==> config.mk <==
export PLATFORM = sky130hd
export DESIGN_NAME = id_ex_stage_flat
export DESIGN_NICKNAME = d
export VERILOG_FILES = /design/src/rtl/id_ex_stage_if.sv /design/src/rtl/id_ex_stage.sv /design/src/flat_wrapper.sv
export SDC_FILE = /design/constraint.sdc
export NUM_CORES = 2
export LEC_CHECK = 0
export ABC_AREA = 1
export BUFFER_PORTS_ARGS = -buffer_cell sky130_fd_sc_hd__buf_2
export CAP_MARGIN = 20
export CELL_PAD_IN_SITES_DETAIL_PLACEMENT = 1
export CELL_PAD_IN_SITES_GLOBAL_PLACEMENT = 1
export CORE_MARGIN = 2
export CORE_UTILIZATION = 41
export CTS_CLUSTER_DIAMETER = 60
export DETAILED_ROUTE_END_ITERATION = 8
export MAX_ROUTING_LAYER = met4
export PLACE_DENSITY_LB_ADDON = 0.1
export SLEW_MARGIN = 20
export SYNTH_ARGS = -nofsm -noshare
export SYNTH_HDL_FRONTEND = slang
export SYNTH_SLANG_ARGS = --single-unit
export TNS_END_PERCENT = 50
==> constraint.sdc <==
create_clock -name CLK -period 30.2 [get_ports CLK]
set_input_delay 0 -clock CLK [delete_from_list [all_inputs] [get_ports CLK]]
set_output_delay 0 -clock CLK [all_outputs]
set_load 0.01 [all_outputs]
==> src/rtl/id_ex_stage_if.sv <==
// Handshake and data bundle between fetch/writeback, the ID/EX stage and the ALU.
// The stage connects through the slave modport; its surroundings use master.
interface id_ex_stage_if #(
   parameter int unsigned XLEN = 32,
   parameter int unsigned IDXW = 5
);
   logic            IF_VALID;
   logic [31:0]     IF_INSTR;
   logic [XLEN-1:0] IF_PC;
   logic            ID_READY;
   logic            EX_READY;
   logic            FLUSH;
   logic            WB_EN;
   logic [IDXW-1:0] WB_RD;
   logic [XLEN-1:0] WB_DATA;
   logic            EX_VALID;
   logic [XLEN-1:0] RS1_DATA;
   logic [XLEN-1:0] RS2_DATA;
   logic [XLEN-1:0] PC;
   logic [19:0]     U_IMM20;
   logic [11:0]     IMM12;
   logic [4:0]      RS2;
   logic [4:0]      RD;
   logic [6:0]      OPCODE;
   logic [2:0]      FUNCT3;
   logic            FUNCT1;

   modport slave (
      input  IF_VALID, IF_INSTR, IF_PC, EX_READY, FLUSH, WB_EN, WB_RD, WB_DATA,
      output ID_READY, EX_VALID, RS1_DATA, RS2_DATA, PC, U_IMM20, IMM12, RS2, RD,
             OPCODE, FUNCT3, FUNCT1
   );

   modport master (
      output IF_VALID, IF_INSTR, IF_PC, EX_READY, FLUSH, WB_EN, WB_RD, WB_DATA,
      input  ID_READY, EX_VALID, RS1_DATA, RS2_DATA, PC, U_IMM20, IMM12, RS2, RD,
             OPCODE, FUNCT3, FUNCT1
   );
endinterface

==> src/rtl/id_ex_stage.sv <==
// RV32I decode/register-read stage: register file plus ID/EX pipeline register.
// Define RF_BYPASS_EN to make same-cycle writeback visible to the accepting read.
module id_ex_stage #(
   parameter int unsigned XLEN = 32,
   parameter int unsigned NREG = 32
) (
   input logic          CLK,
   input logic          RST,
   id_ex_stage_if.slave bus
);
   localparam int unsigned IdxW = $clog2(NREG);

   logic [XLEN-1:0] rf_q [NREG];

   logic            ex_valid_q;
   logic [XLEN-1:0] rs1_data_q, rs2_data_q, pc_q;
   logic [19:0]     u_imm20_q;
   logic [11:0]     imm12_q;
   logic [IdxW-1:0] rs1_q, rs2_q;
   logic [4:0]      rd_q;
   logic [6:0]      opcode_q;
   logic [2:0]      funct3_q;
   logic            funct1_q;

   logic            id_ready;
   logic            accept;
   logic            wb_hit;
   logic [IdxW-1:0] rs1_idx, rs2_idx;
   logic [XLEN-1:0] rs1_rd, rs2_rd;
   logic [11:0]     imm12;

   always_comb begin
      id_ready = !ex_valid_q || bus.EX_READY;
      accept   = bus.IF_VALID && id_ready && !bus.FLUSH;
      wb_hit   = bus.WB_EN && (bus.WB_RD != '0);
      rs1_idx  = bus.IF_INSTR[15 +: IdxW];
      rs2_idx  = bus.IF_INSTR[20 +: IdxW];
      rs1_rd   = (rs1_idx == '0) ? '0 : rf_q[rs1_idx];
      rs2_rd   = (rs2_idx == '0) ? '0 : rf_q[rs2_idx];
`ifdef RF_BYPASS_EN
      if (wb_hit && (bus.WB_RD == rs1_idx)) rs1_rd = bus.WB_DATA;
      if (wb_hit && (bus.WB_RD == rs2_idx)) rs2_rd = bus.WB_DATA;
`endif
      unique case (bus.IF_INSTR[6:0])
         7'b0100011: imm12 = {bus.IF_INSTR[31:25], bus.IF_INSTR[11:7]};
         7'b1100011: imm12 = {bus.IF_INSTR[31], bus.IF_INSTR[7], bus.IF_INSTR[30:25],
                              bus.IF_INSTR[11:8]};
         default:    imm12 = bus.IF_INSTR[31:20];
      endcase
   end

   always_ff @(posedge CLK or posedge RST) begin
      if (RST) begin
         for (int i = 0; i < NREG; i++) rf_q[i] <= '0;
      end else if (wb_hit) begin
         rf_q[bus.WB_RD] <= bus.WB_DATA;
      end
   end

   always_ff @(posedge CLK or posedge RST) begin
      if (RST) begin
         ex_valid_q <= 1'b0;
         rs1_data_q <= '0;
         rs2_data_q <= '0;
         pc_q       <= '0;
         u_imm20_q  <= '0;
         imm12_q    <= '0;
         rs1_q      <= '0;
         rs2_q      <= '0;
         rd_q       <= '0;
         opcode_q   <= '0;
         funct3_q   <= '0;
         funct1_q   <= 1'b0;
      end else if (accept) begin
         ex_valid_q <= 1'b1;
         rs1_data_q <= rs1_rd;
         rs2_data_q <= rs2_rd;
         pc_q       <= bus.IF_PC;
         u_imm20_q  <= bus.IF_INSTR[31:12];
         imm12_q    <= imm12;
         rs1_q      <= rs1_idx;
         rs2_q      <= rs2_idx;
         rd_q       <= bus.IF_INSTR[11:7];
         opcode_q   <= bus.IF_INSTR[6:0];
         funct3_q   <= bus.IF_INSTR[14:12];
         funct1_q   <= bus.IF_INSTR[30];
      end else begin
         if (bus.FLUSH || bus.EX_READY) ex_valid_q <= 1'b0;
         // A held instruction must not carry stale operands once writeback updates its sources
         if (ex_valid_q && !bus.EX_READY && wb_hit) begin
            if (bus.WB_RD == rs1_q) rs1_data_q <= bus.WB_DATA;
            if (bus.WB_RD == rs2_q) rs2_data_q <= bus.WB_DATA;
         end
      end
   end

   assign bus.ID_READY = id_ready;
   assign bus.EX_VALID = ex_valid_q;
   assign bus.RS1_DATA = rs1_data_q;
   assign bus.RS2_DATA = rs2_data_q;
   assign bus.PC       = pc_q;
   assign bus.U_IMM20  = u_imm20_q;
   assign bus.IMM12    = imm12_q;
   assign bus.RS2      = rs2_q;
   assign bus.RD       = rd_q;
   assign bus.OPCODE   = opcode_q;
   assign bus.FUNCT3   = funct3_q;
   assign bus.FUNCT1   = funct1_q;
endmodule
==> src/flat_wrapper.sv <==
// flat-port wrapper written by rule: the top's interface ports become plain ports
module id_ex_stage_flat 
#(
   parameter int unsigned XLEN = 32,
   parameter int unsigned NREG = 32
)
  (CLK, RST, bus_IF_VALID, bus_IF_INSTR, bus_IF_PC, bus_EX_READY, bus_FLUSH, bus_WB_EN, bus_WB_RD, bus_WB_DATA, bus_ID_READY, bus_EX_VALID, bus_RS1_DATA, bus_RS2_DATA, bus_PC, bus_U_IMM20, bus_IMM12, bus_RS2, bus_RD, bus_OPCODE, bus_FUNCT3, bus_FUNCT1);
  id_ex_stage_if #(.XLEN(XLEN)) bus_i ();
  input logic CLK;
  input logic RST;
  input wire logic [$bits(bus_i.IF_VALID)-1:0] bus_IF_VALID;
  input wire logic [$bits(bus_i.IF_INSTR)-1:0] bus_IF_INSTR;
  input wire logic [$bits(bus_i.IF_PC)-1:0] bus_IF_PC;
  input wire logic [$bits(bus_i.EX_READY)-1:0] bus_EX_READY;
  input wire logic [$bits(bus_i.FLUSH)-1:0] bus_FLUSH;
  input wire logic [$bits(bus_i.WB_EN)-1:0] bus_WB_EN;
  input wire logic [$bits(bus_i.WB_RD)-1:0] bus_WB_RD;
  input wire logic [$bits(bus_i.WB_DATA)-1:0] bus_WB_DATA;
  output wire logic [$bits(bus_i.ID_READY)-1:0] bus_ID_READY;
  output wire logic [$bits(bus_i.EX_VALID)-1:0] bus_EX_VALID;
  output wire logic [$bits(bus_i.RS1_DATA)-1:0] bus_RS1_DATA;
  output wire logic [$bits(bus_i.RS2_DATA)-1:0] bus_RS2_DATA;
  output wire logic [$bits(bus_i.PC)-1:0] bus_PC;
  output wire logic [$bits(bus_i.U_IMM20)-1:0] bus_U_IMM20;
  output wire logic [$bits(bus_i.IMM12)-1:0] bus_IMM12;
  output wire logic [$bits(bus_i.RS2)-1:0] bus_RS2;
  output wire logic [$bits(bus_i.RD)-1:0] bus_RD;
  output wire logic [$bits(bus_i.OPCODE)-1:0] bus_OPCODE;
  output wire logic [$bits(bus_i.FUNCT3)-1:0] bus_FUNCT3;
  output wire logic [$bits(bus_i.FUNCT1)-1:0] bus_FUNCT1;
  assign bus_i.IF_VALID = bus_IF_VALID;
  assign bus_i.IF_INSTR = bus_IF_INSTR;
  assign bus_i.IF_PC = bus_IF_PC;
  assign bus_i.EX_READY = bus_EX_READY;
  assign bus_i.FLUSH = bus_FLUSH;
  assign bus_i.WB_EN = bus_WB_EN;
  assign bus_i.WB_RD = bus_WB_RD;
  assign bus_i.WB_DATA = bus_WB_DATA;
  assign bus_ID_READY = bus_i.ID_READY;
  assign bus_EX_VALID = bus_i.EX_VALID;
  assign bus_RS1_DATA = bus_i.RS1_DATA;
  assign bus_RS2_DATA = bus_i.RS2_DATA;
  assign bus_PC = bus_i.PC;
  assign bus_U_IMM20 = bus_i.U_IMM20;
  assign bus_IMM12 = bus_i.IMM12;
  assign bus_RS2 = bus_i.RS2;
  assign bus_RD = bus_i.RD;
  assign bus_OPCODE = bus_i.OPCODE;
  assign bus_FUNCT3 = bus_i.FUNCT3;
  assign bus_FUNCT1 = bus_i.FUNCT1;
  id_ex_stage #(.XLEN(XLEN), .NREG(NREG)) u_core (.CLK(CLK), .RST(RST), .bus(bus_i));
endmodule
After elaboration in Yosys (flattened, before gate mapping)
Index checks and enable logic that the tools add are counted.
Widths: inputs -> output; s select.
Word-level totals
  register bits after elaboration: 1179
  output and inout bits: 151
  logic and storage cells: 95
Cells by class
  order comparisons: 4
  equality and inequality tests: 4
  muxes and demuxes: 20
  bitwise gates (word level): 3
  reduce and logical (&&, ||, !) cells: 20
Operator list (count)
  $bwmux 1024: 1
  $mux 32: 13
  $bmux 32 s5: 2
  $demux 32 s5: 1
  $pmux 11 s2: 1
  $ge 6x6->1 const B: 3
  $not 5->6: 3
  $eq 5x5->1: 2
  $logic_not 5->1: 2
  $reduce_bool 2->1: 4
  $eq 7x6->1 const B: 1
  $eq 7x7->1 const B: 1
  $logic_and 1x1->1: 6
  $lt 6x1->1 const B: 1
  $reduce_bool 5->1: 1
  $reduce_and 2->1: 2
  $logic_not 1->1: 3
  $logic_or 1x1->1: 2
  $mux 1: 2

Longest topological paths before layout
  depth after elaboration: 6
  mapped depth: 14
  depth with buffers taken out: 11

Least setup slack after synthesis
Ideal clock, no wire load.
  path type: flip-flop to flip-flop
  start: register u_core.ex_valid_q (netlist: u_core.bus.EX_VALID)
  end: register u_core.rs1_data_q[0] (netlist: u_core.bus.RS1_DATA[0])
  library setup time: 0.077 ns
  arrival: 1.547 ns
  required time: 30.123 ns
  path slack: 28.575 ns
  cell stages (with the launch flop): 10
  path buffers: 2
  clock period less this slack: 1.625 ns
  cells stage by stage: dfrtp_1 inv_1 nor2_1 nor3_4 buf_4 nand2_1 inv_2 clkbuf_1 nand2_1 a21oi_1
On the way
  word-level cells in the longest chain between the ends: 6
  elaborated cells between the ends (all ways): 10
Ends and longest elaborated chain
  start: declaration: RTL line id_ex_stage.sv:15  | logic ex_valid_q;
  start signal: assignment: RTL line id_ex_stage.sv:62  | ex_valid_q <= 1'b0;
  start signal: assignment: RTL line id_ex_stage.sv:75  | ex_valid_q <= 1'b1;
  start signal: assignment: RTL line id_ex_stage.sv:88  | if (bus.FLUSH || bus.EX_READY) ex_valid_q <= 1'b0;
  $logic_not 1->1: RTL line id_ex_stage.sv:33  | id_ready = !ex_valid_q || bus.EX_READY;
  $logic_or 1x1->1: RTL line id_ex_stage.sv:33
  $logic_and 1x1->1 (2 in series): RTL line id_ex_stage.sv:34  | accept = bus.IF_VALID && id_ready && !bus.FLUSH;
  $reduce_bool 2->1 (no line)
  $reduce_and 2->1 (no line)
  end signal: assignment: RTL line id_ex_stage.sv:76  | rs1_data_q <= rs1_rd;
  end signal: assignment: RTL line id_ex_stage.sv:91  | if (bus.WB_RD == rs1_q) rs1_data_q <= bus.WB_DATA;
  end: declaration: RTL line id_ex_stage.sv:16  | logic [XLEN-1:0] rs1_data_q, rs2_data_q, pc_q;
Several ways; a longest one is shown, not always the timed one.
A chain may end at the register's enable or synchronous reset.

==> impl_metrics.ini <==
[die]
core.rowCount = 143
die_h_um = 395.3
dieArea_mm2 = 0.1562
die_x_um = 395.3
ios = 258
core_mm2 = 0.1519
start_util_pct = 41.32

[setup_path]
reg2reg_from = u_core.bus.EX_VALID$_DFFE_PP0P_
rrSetupSlack_ns = 26.83
required_ns = 30.96
timing.critical_path.from = RST
crit_path_max_incr_delay_ns = 0.83
end_kind = asynchronous set/reset pin
r2r_cells = 10
arrival_ns = 5.05
rr_endpoint = u_core.bus.RS2_DATA[11]$_DFFE_PP0P_
path_cells = dlygate4sd3_1, buf_2, dlygate4sd3_1, clkinvlp_4, buf_4, buf_4, buf_4, buf_4
cpMostUsedCell = buf_4
crit_type = input pin to asynchronous set/reset pin
crit_path_end = u_core.rf_q[479]$_DFFE_PP0P_
worst-path-max-fanout = 66
cp-start-kind = input pin
crit_path_top_delay_cell = buf_4

[timing]
worst_pin_slew_ns = 1.226
period_share_pct = 14.21
tns_ns = 0
max_freq_ghz = 0.2330
slew_headroom_pct = 18.27
drv_slew = 0
rsz0062_at_grt = no
hold_viol = 0
min_period_ns = 4.292
skew_ns = 0.01918
finalSetupViolCount = 0

[worst_hold_path]
min_from = bus_WB_DATA[13]
hold_class = input pin to flop

[clock_network]
clockBufferDepth = 3
cts_made_buffers = 149
clk_pin_slew_ns = 0.06
clock_latency_ns = 0.78
cts_setup_buffers = 0
htree_levels = 4
cts_root_buf = clkbuf_16
clock-sinks = 1164
cts_tree = yes

[pwr]
peakVddDrop_mv = 0.05730
leakage_nw = 33.80
powerDensity_mw_per_mm2 = 68.49

[logic_synthesis]
synth-main-ff-cell = dfrtp_1
synthTopCellsByArea = dfrtp_1 46%, nand2_1 20%, o21ai_0 9.5%
yosysSeqAreaShare_pct = 46.41
synth_area_mm2 = 0.06277
async_flop_share_pct = 100.0
synth.distinct_cells = 32
synth_area_per_cell_um2 = 6.981
synthCells = 8991
synth_edf_count = 0
yosysTopAreaCell = dfrtp_1
yosys_warnings = 0
synth_seq_cells = 1164
syn_nets = 9098
synth.top_cell.area_share_pct = 46.41

[placed_design]
place.gp.congestion = 0.8582
port_buffers = 257
hpwl_um = 158200
dp_cells = 10620

[layout]
drive_above_1_share_pct = 7.609
areaGrowthSynthToFinish_pct = 13.21
final_cells = 11050
seqCellArea_mm2 = 0.02913
multi_input_area_mm2 = 0.02949
fin_nets = 9008
nFillCells = 19140
mostFrequentLayoutCells = 3377 x nand2_1, 1192 x o21ai_0, 1164 x dfrtp_1
final_common_cell = nand2_1

[detailed_routing]
num_vias = 64900
remaining_drc_errors = 0
wl_um = 295600
viasPerCell = 5.871
ant_nets = 0
drt_iter0_drc = 6705
wl_per_cell_um = 26.74
drtPass1Iterations = 5

[global_route]
grt_pass1_wl_um = 439900
grt_pass1_vias = 66180
antenna_found_initial = 10
grt_overflow = 0
grt_max_degree = 171
track_usage_pct = 38.59

[run_status]
outcome = finished, final reports clean

[flow_run]
cap_violations = 0
layout make-up:
class                      instances  area share (%)
multi-input combinational       6821           41.50
sequential                      1164           40.99
timing repair buffer             539           5.608
clock buffer                     217           6.212
antenna                            8         0.02817
clock inverter                    49          0.8258
inverter                         226           1.261
tap                             2030           3.574
registers in the layout, summed over array words and instances (netlist names):
signal / count
u_core.bus.RD: 5
u_core.bus.IMM12: 12
u_core.bus.RS2_DATA: 32
u_core.bus.EX_VALID: 1
u_core.rs1_q: 4
u_core.bus.RS2: 4
u_core.bus.RS1_DATA: 32
u_core.rf_q: 1024
u_core.bus.PC: 32
u_core.bus.FUNCT3: 2
u_core.bus.U_IMM20: 9
u_core.bus.OPCODE: 7
worst min-delay path by stage:
stage                                                  to  slack (ns)  cells past startpoint
after global placement      u_core.bus.PC[31]$_DFFE_PP0P_        0.20                      3
after global routing         u_core.rf_q[555]$_DFFE_PP0P_        0.05                      4
final                         u_core.rf_q[45]$_DFFE_PP0P_        0.04                      4
after CTS                     u_core.rf_q[45]$_DFFE_PP0P_       0.005                      4
after detailed placement    u_core.bus.PC[12]$_DFFE_PP0P_        0.21                      3
after floorplan           u_core.bus.EX_VALID$_DFFE_PP0P_        0.06                      1
cell families after synthesis:
group,count (synthesis),synth area share (%)
AOI/OAI and AO/OA,1685,13.64
xor gates and xnor gates,10,0.1395
buffers and inverters,1006,6.883
DFF,1164,46.41
and+or+nand+nor,5126,32.93
critical path, delay by kind of cell:
kind | cells | cell delay, ns
buf+inv | 8 | 4.81
through the flow:
stage                     instance area [um^2]  hold slack (ns)  utilization (%)  setup slack [ns]  total power, mW
after CTS                                71030         0.005376            46.76             25.79            4.865
after global routing                     71050          0.04578            46.77             25.42            5.099
after detailed placement                 64420           0.2068            42.41             26.11            2.992
after floorplan                          62770          0.06314                -             14.13            2.655
after global placement                   64420           0.2006            42.41             26.16            2.948
final                                    71060          0.03591            46.78             25.91            4.867
Yosys cell counts, drive strengths merged (2+ instances only):
library cell,instances
a21oi,381
a31oi,2
buf,361
clkbuf,419
clkinv,3
dfrtp,1164
inv,223
nand2,3407
nand3,932
nand4,2
nor2,770
nor3,12
o211ai,41
o21ai,1258
o22ai,3
xnor2,10
per-layer routing:
metal | track usage [%] | up-vias | wire length, um | share of wire [%]
li1 | - | 28730 | - | -
met5 | - | - | 0 | 0
met3 | 5.425 | 724 | 20030 | 6.8
met4 | 17.54 | 0 | 14930 | 5.1
met2 | 61.05 | 2536 | 137000 | 46
met1 | 49.15 | 32910 | 123600 | 42
power breakdown:
part           internal (mW)  switching, mW
sequential              1.85          0.240
combinational          0.313          0.608
clock                   1.11          0.742
total                   3.28           1.59
timing repair:
action,CTS,global route
resized for setup,0,0
hold endpoints to repair,308,0
endpoints found under the setup margin,0,0
hold buffers,161,0
(Power assumes the default switching activity.)
